**config.mk**
```make
export PLATFORM = sky130hd
export DESIGN_NAME = muldiv_sched
export DESIGN_NICKNAME = d
export VERILOG_FILES = /design/src/rtl/muldiv_sched.sv
export SDC_FILE = /design/constraint.sdc
export NUM_CORES = 1
export LEC_CHECK = 0
export BUFFER_PORTS_ARGS = -buffer_cell sky130_fd_sc_hd__buf_2
export CELL_PAD_IN_SITES_DETAIL_PLACEMENT = 0
export CELL_PAD_IN_SITES_GLOBAL_PLACEMENT = 1
export CORE_ASPECT_RATIO = 1.2
export CORE_MARGIN = 2
export CORE_UTILIZATION = 34
export CTS_BUF_LIST = sky130_fd_sc_hd__clkbuf_4 sky130_fd_sc_hd__clkbuf_8 sky130_fd_sc_hd__clkbuf_16
export CTS_CLUSTER_DIAMETER = 30
export CTS_CLUSTER_SIZE = 20
export DETAILED_ROUTE_END_ITERATION = 8
export GPL_TIMING_DRIVEN = 1
export PLACE_DENSITY_LB_ADDON = 0.1
export SLEW_MARGIN = 0
export SYNTH_ARGS = -nofsm -noshare
export SYNTH_HDL_FRONTEND = slang
export SYNTH_SLANG_ARGS = --single-unit
```
**constraint.sdc**
```tcl
create_clock -name clk_in -period 5.1 [get_ports clk_in]
set_input_delay 1.02 -clock clk_in [delete_from_list [all_inputs] [get_ports clk_in]]
set_output_delay 1.02 -clock clk_in [all_outputs]
set_load 0.02 [all_outputs]
```
**src/rtl/muldiv_sched.sv**
```systemverilog
// rtl/muldiv_sched.sv - round-robin two-requester scheduler for the shared iterative mul/div unit
// Optional result-reuse register: define MUL_DIV_REUSE_EN.
module muldiv_sched #(
  parameter int XLEN = 32
) (
  input  logic            clk_in,
  input  logic            reset_in,
  input  logic            req0_valid_in,
  input  logic [2:0]      req0_op_in,
  input  logic [XLEN-1:0] req0_a_in,
  input  logic [XLEN-1:0] req0_b_in,
  output logic            req0_ready_out,
  output logic            resp0_valid_out,
  output logic [XLEN-1:0] resp0_data_out,
  input  logic            req1_valid_in,
  input  logic [2:0]      req1_op_in,
  input  logic [XLEN-1:0] req1_a_in,
  input  logic [XLEN-1:0] req1_b_in,
  output logic            req1_ready_out,
  output logic            resp1_valid_out,
  output logic [XLEN-1:0] resp1_data_out,
  output logic            unit_req_out,
  output logic [2:0]      unit_op_out,
  output logic [XLEN-1:0] unit_a_out,
  output logic [XLEN-1:0] unit_b_out,
  input  logic            unit_ready_in,
  input  logic [XLEN-1:0] unit_result_in
);

  typedef enum logic {IDLE, BUSY} state_t;

  state_t          state_q, state_d;
  logic            last_q, last_d;
  logic            owner_q, owner_d;
  logic [2:0]      op_q, op_d;
  logic [XLEN-1:0] a_q, a_d, b_q, b_d;
  logic            resp0_valid_q, resp0_valid_d, resp1_valid_q, resp1_valid_d;
  logic [XLEN-1:0] resp0_data_q, resp0_data_d, resp1_data_q, resp1_data_d;

  logic            grant0, grant1, accept, hit;
  logic [2:0]      sel_op;
  logic [XLEN-1:0] sel_a, sel_b, reuse_result;

  // last_q names the requester granted most recently; the other one wins a tie
  assign grant0 = req0_valid_in & (~req1_valid_in | last_q);
  assign grant1 = req1_valid_in & (~req0_valid_in | ~last_q);
  assign accept = (state_q == IDLE) & (grant0 | grant1);
  assign sel_op = grant1 ? req1_op_in : req0_op_in;
  assign sel_a  = grant1 ? req1_a_in  : req0_a_in;
  assign sel_b  = grant1 ? req1_b_in  : req0_b_in;

`ifdef MUL_DIV_REUSE_EN
  logic            tag_valid_q;
  logic [2:0]      tag_op_q;
  logic [XLEN-1:0] tag_a_q, tag_b_q, tag_result_q;

  assign hit = tag_valid_q & (tag_op_q == sel_op) & (tag_a_q == sel_a) & (tag_b_q == sel_b);
  assign reuse_result = tag_result_q;

  always_ff @(posedge clk_in or posedge reset_in) begin
    if (reset_in) begin
      tag_valid_q  <= 1'b0;
      tag_op_q     <= '0;
      tag_a_q      <= '0;
      tag_b_q      <= '0;
      tag_result_q <= '0;
    end else if (state_q == BUSY && unit_ready_in) begin
      tag_valid_q  <= 1'b1;
      tag_op_q     <= op_q;
      tag_a_q      <= a_q;
      tag_b_q      <= b_q;
      tag_result_q <= unit_result_in;
    end
  end
`else
  assign hit = 1'b0;
  assign reuse_result = '0;
`endif

  always_comb begin
    state_d        = state_q;
    last_d         = last_q;
    owner_d        = owner_q;
    op_d           = op_q;
    a_d            = a_q;
    b_d            = b_q;
    resp0_valid_d  = 1'b0;
    resp1_valid_d  = 1'b0;
    resp0_data_d   = resp0_data_q;
    resp1_data_d   = resp1_data_q;
    req0_ready_out = 1'b0;
    req1_ready_out = 1'b0;
    if (state_q == IDLE) begin
      req0_ready_out = grant0;
      req1_ready_out = grant1;
      if (accept) begin
        last_d = grant1;
        if (hit) begin
          if (grant1) begin
            resp1_valid_d = 1'b1;
            resp1_data_d  = reuse_result;
          end else begin
            resp0_valid_d = 1'b1;
            resp0_data_d  = reuse_result;
          end
        end else begin
          owner_d = grant1;
          op_d    = sel_op;
          a_d     = sel_a;
          b_d     = sel_b;
          state_d = BUSY;
        end
      end
    end else if (unit_ready_in) begin
      state_d = IDLE;
      if (owner_q) begin
        resp1_valid_d = 1'b1;
        resp1_data_d  = unit_result_in;
      end else begin
        resp0_valid_d = 1'b1;
        resp0_data_d  = unit_result_in;
      end
    end
  end

  always_ff @(posedge clk_in or posedge reset_in) begin
    if (reset_in) begin
      state_q       <= IDLE;
      last_q        <= 1'b1;
      owner_q       <= 1'b0;
      op_q          <= '0;
      a_q           <= '0;
      b_q           <= '0;
      resp0_valid_q <= 1'b0;
      resp1_valid_q <= 1'b0;
      resp0_data_q  <= '0;
      resp1_data_q  <= '0;
    end else begin
      state_q       <= state_d;
      last_q        <= last_d;
      owner_q       <= owner_d;
      op_q          <= op_d;
      a_q           <= a_d;
      b_q           <= b_d;
      resp0_valid_q <= resp0_valid_d;
      resp1_valid_q <= resp1_valid_d;
      resp0_data_q  <= resp0_data_d;
      resp1_data_q  <= resp1_data_d;
    end
  end

  // Decoded straight from state so an asynchronous reset drops the request at once
  assign unit_req_out    = (state_q == BUSY);
  assign unit_op_out     = op_q;
  assign unit_a_out      = a_q;
  assign unit_b_out      = b_q;
  assign resp0_valid_out = resp0_valid_q;
  assign resp1_valid_out = resp1_valid_q;
  assign resp0_data_out  = resp0_data_q;
  assign resp1_data_out  = resp1_data_q;

endmodule

```
After elaboration in Yosys (flattened, before gate mapping)

Index checks and enable logic that the tools add are counted.

Bits in registers: 136
Input port bits: 171
Output and inout port bits: 136
Word-level logic and storage cells: 38

Multiplexer cells: 14
Bitwise operators: 11
Reductions and logical operators: 3

Operator list:

| operator            | number |
|---|---|
| two-way mux 32 bit  | 2 |
| two-way mux 1 bit   | 11 |
| AND reduction 3 bit | 2 |
| inverter 1 bit      | 5 |
| bitwise AND 1 bit   | 3 |
| two-way mux 3 bit   | 1 |
| OR 1 bit            | 3 |
| AND reduction 2 bit | 1 |

Depth between registers and ports, before layout

Depth in word-level cells: 7
Depth in mapped cells: 6
Mapped depth without buffers: 3

Least setup slack after synthesis

No wires, ideal clock.

Path type: in2out
Start: input req1_valid_in
End: output req1_ready_out
Arrival: 1.780 ns
Required time: 4.080 ns
Path slack: 2.300 ns
Cell stages on the path: 4
Buffers on the path: 2
Cell sequence: a21bo_1 > buf_4 > buf_2 > nor2_1

Longest elaborated chain between the ends: 2

RTL lines:

| element           | RTL line | source |
|---|---|---|
| start, declared   | 15       | `input logic req1_valid_in,` |
| bitwise AND 1 bit | 46       | `assign grant1 = req1_valid_in & (~req0_valid_in \| ~last_q);` |
| two-way mux 1 bit | 93       | `if (state_q == IDLE) begin` |
| end, declared     | 19       | `output logic req1_ready_out,` |

No other way between the ends.

Final worst setup path

Same ends and word-level chain as after synthesis.

==> impl_results.rst <==
.. list-table::
   :header-rows: 1

   * - Metric
     - Value
   * - Count of distinct cell types in the synthesized netlist
     - 24
   * - Post-CTS Resized
     - 0
   * - Worst Path Required
     - 4.08 ns
   * - Final wirelength
     - 17600 um
   * - Post-DR vias/cell
     - 4.82
   * - Class of the most critical hold timing path
     - flip-flop to flip-flop
   * - Register area share after synthesis
     - 57.5%
   * - Commonest register cell after synthesis
     - dfrtp_1
   * - Combinational family with the most area after synthesis
     - compound AO/OA/AOI/OAI gates
   * - Number of enable flip-flop cells after synthesis
     - 0
   * - HPWL after detailed placement
     - 12400 um
   * - Number of setup violations in the final report
     - 0
   * - Classification of the worst setup path
     - input port to primary output
   * - Count of placed standard cells including taps
     - 1015
   * - Global route overflow
     - 0
   * - Area of the mapped netlist
     - 5920 um^2
   * - FF-to-FF End
     - resp0_data_out[1]
   * - Synth top cells by count
     - dfrtp_1 (135), a21oi_1 (74), nand2_1 (68), nor2_1 (68), mux2_2 (64)
   * - Outcome
     - finished clean
   * - Timing-limited maximum frequency
     - 365 MHz
   * - Top Family by Delay on Critical Path
     - buffers and inverters
   * - Setup Buffers After CTS
     - 0
   * - Die Span Y
     - 149 um
   * - Proportion of netlist area held by the largest area contributor
     - 57.1%
   * - Total DRC errors in the routed layout
     - 0
   * - Top Ports
     - 307
   * - Multiplexer share of the synthesized area
     - 12.2%
   * - Number of antenna violations at the first check in global routing
     - 7
   * - Critical path cell sequence
     - buf_2, a21bo_2, nor2_1, buf_2
   * - Maximum buffer depth of the clock tree
     - 2
   * - Via count
     - 5073
   * - Wire per inst
     - 16.8 um
   * - P_leak
     - 3.95 nW
   * - Number of synthesis warnings
     - 0
   * - Largest area contributor in the synthesized netlist
     - dfrtp_1
   * - Critical path data arrival time
     - 1.72 ns
   * - Clock tree sinks
     - 136
   * - Largest stage delay on the critical path
     - 0.25 ns
   * - Worst-case clock skew
     - 0.00953 ns
   * - Number of detailed-routing iterations run before antenna repair
     - 4
   * - CTS tree
     - done
   * - Depth of the worst register-to-register path
     - 2
   * - Slew Viols, Final
     - 0
   * - Worst R2R Start
     - unit_req_out
   * - TritonCTS Buffers
     - 17
   * - Synth Instances
     - 523
   * - Global-route wire length before repair
     - 27900 um
   * - Post-synth ARST share
     - 100%
   * - Pin count of the biggest net entering global routing
     - 110
   * - Root cell of the clock tree
     - clkbuf_16
   * - Post-route insts no fill
     - 1052
   * - IO Port Bufs
     - 306
   * - Most frequently used cell type in the post-synthesis netlist
     - dfrtp_1
   * - CTS H-Tree Depth
     - 4
   * - Routability congestion estimate
     - 0.796
   * - Actual transition at the worst max-transition pin
     - 1.00 ns
   * - Initial drt markers
     - 211
   * - Insertion delay of the later-clocked pin in the worst-skew pair
     - 0.42 ns
   * - Post-DRT Antenna Nets
     - 0
   * - Cell area reported after detailed placement
     - 7510 um^2
   * - Number of max-cap violations
     - 0
   * - Overall routing resource usage
     - 19.3%
   * - Synth Net Count
     - 694
   * - Period utilisation layout
     - 53.7%
   * - Worst-case register-to-register setup slack
     - 3.01 ns
   * - Largest voltage drop on the vdd net
     - 0.212 mV
   * - PD cells
     - 644 nW/um^2
   * - Adder-Cell Fraction of Synth Area
     - 0%
   * - Post-synthesis sequential element count
     - 136
   * - Synthesized area divided by synthesized cell count
     - 11.3 um^2
   * - Clock period minus final worst setup slack
     - 2.74 ns
   * - Layout cell share with drive strength beyond 1
     - 57.3%
   * - Fill count
     - 1690
   * - Hold slack final
     - 0.500 ns
   * - CP Max Fanout
     - 5
   * - Compound-gate portion of the synthesized area
     - 16.4%
   * - Floorplan Core Area
     - 17000 um^2
   * - Overall die area
     - 18500 um^2
   * - Initial cell density of the core
     - 34.9%
   * - Clock-pin slew on the worst setup and hold paths
     - 0.06 ns
   * - Cell with the largest stage delay on the worst path
     - a21bo_2
   * - CTS hold repair buffers
     - 0
   * - Post-route setup TNS
     - 0 ns
   * - Endpoints failing hold
     - 0
   * - Std cell rows
     - 52
   * - Synth Area in XOR/XNOR
     - 0%
   * - Startpoint of the worst hold path
     - resp1_data_out[1]
   * - Synthesized-area fraction occupied by and/or/nand/nor cells
     - 9.28%
   * - Synthesis-to-finish area growth
     - 37.1%
   * - Number of global-route vias before repair
     - 5261
   * - Crit path buffers/inverters
     - 2
   * - Die W
     - 124 um
   * - Worst hold stages
     - 1
   * - Crit end category
     - primary output
   * - Rel. slew slack
     - 33.2%
   * - Hold Path End
     - resp1_data_out[1]
   * - Worst path most repeated cell
     - buf_2
   * - RSZ-0062 raised after global routing
     - no
   * - Number of nets in the finished design
     - 989
   * - Non-Filler Cell Area, Final
     - 8120 um^2
   * - Cells taking the most area after synthesis
     - dfrtp_1 (57%), mux2_2 (12%), a21oi_2 (8.9%), a21oi_1 (6.3%), nand2_1 (4.3%)
   * - CP Launch Type
     - input port
## how the worst max path moves through the flow
stage / from / end / slack (ns) / cells after the start
2_1_floorplan: reset_in / owner_q / 0.44 / 1
3_3_place_gp: req0_valid_in / unit_a_out[19] / 2.32 / 5
3_5_place_dp: req1_valid_in / unit_a_out[8] / 2.21 / 5
4_1_cts: req1_valid_in / req1_ready_out / 2.36 / 4
5_1_grt: req1_valid_in / req1_ready_out / 2.32 / 4
6_report: req1_valid_in / req1_ready_out / 2.36 / 4
## placed cells by master (no fill, tap or decap), drive strengths merged
cell,instances
buf,312
clkinvlp,1
o21bai,1
o21ba,1
a21boi,1
diode,5
clkbuf,18
o22ai,1
a21oi,134
nor2,68
o21ai,2
dfrtp,135
clkinv,3
mux2,64
inv,14
bufinv,1
nand2,68
nand3,2
a21bo,1
dfstp,1
nand2b,2
nor2b,1
## state kept, by name (all words and copies together), names as in the netlist
signal / flops
last_q: 1
owner_q: 1
resp0_data_out: 32
resp0_valid_out: 1
resp1_data_out: 32
resp1_valid_out: 1
unit_a_out: 32
unit_b_out: 32
unit_op_out: 3
unit_req_out: 1
## final cells by class
type | instances | area [um^2] | area share [%]
flip-flops and latches | 136 | 3400 | 41.9
multi-input cells | 346 | 2240 | 27.6
repair buffers | 312 | 1580 | 19.4
clock buffers | 18 | 439 | 5.41
well taps | 216 | 270 | 3.33
clock inverters | 14 | 150 | 1.85
inverters | 5 | 23.8 | 0.293
diodes | 5 | 12.5 | 0.154
## layer usage
| layer | share of wire (%) | up-vias | wire length [um] | track usage, % |
|---|---|---|---|---|
| li1 | - | 2373 | - | - |
| met1 | 40 | 2464 | 7000 | 22.4 |
| met2 | 50 | 210 | 8800 | 32.1 |
| met3 | 8.2 | 26 | 1440 | 7.41 |
| met4 | 2.2 | 0 | 387 | 7.92 |
| met5 | 0 | - | 0 | 0 |
## logic make-up after synthesis
| kind of cell | after synthesis |
|---|---|
| buf+inv | 41 |
| flops | 136 |
| mux | 64 |
| compound gates | 141 |
| simple gates | 141 |
## report_power, final
part | switching [mW] | leakage (nW) | internal [mW]
combinational | 1.36 | 2.10 | 0.813
clock | 0.523 | 0.289 | 0.705
sequential | 0.247 | 1.57 | 1.57
total | 2.13 | 3.95 | 3.09
## per-stage QoR
stage | utilization (%) | setup slack (ns) | total power [mW]
floorplan | - | 0.442 | 3.27
finish | 47.8 | 2.36 | 5.22
global placement | 44.3 | 2.32 | 4.00
detailed placement | 44.3 | 2.21 | 4.05
CTS | 47.7 | 2.36 | 5.30
global route | 47.8 | 2.32 | 5.54
No activity file was read; power rests on OpenSTA's default activity.
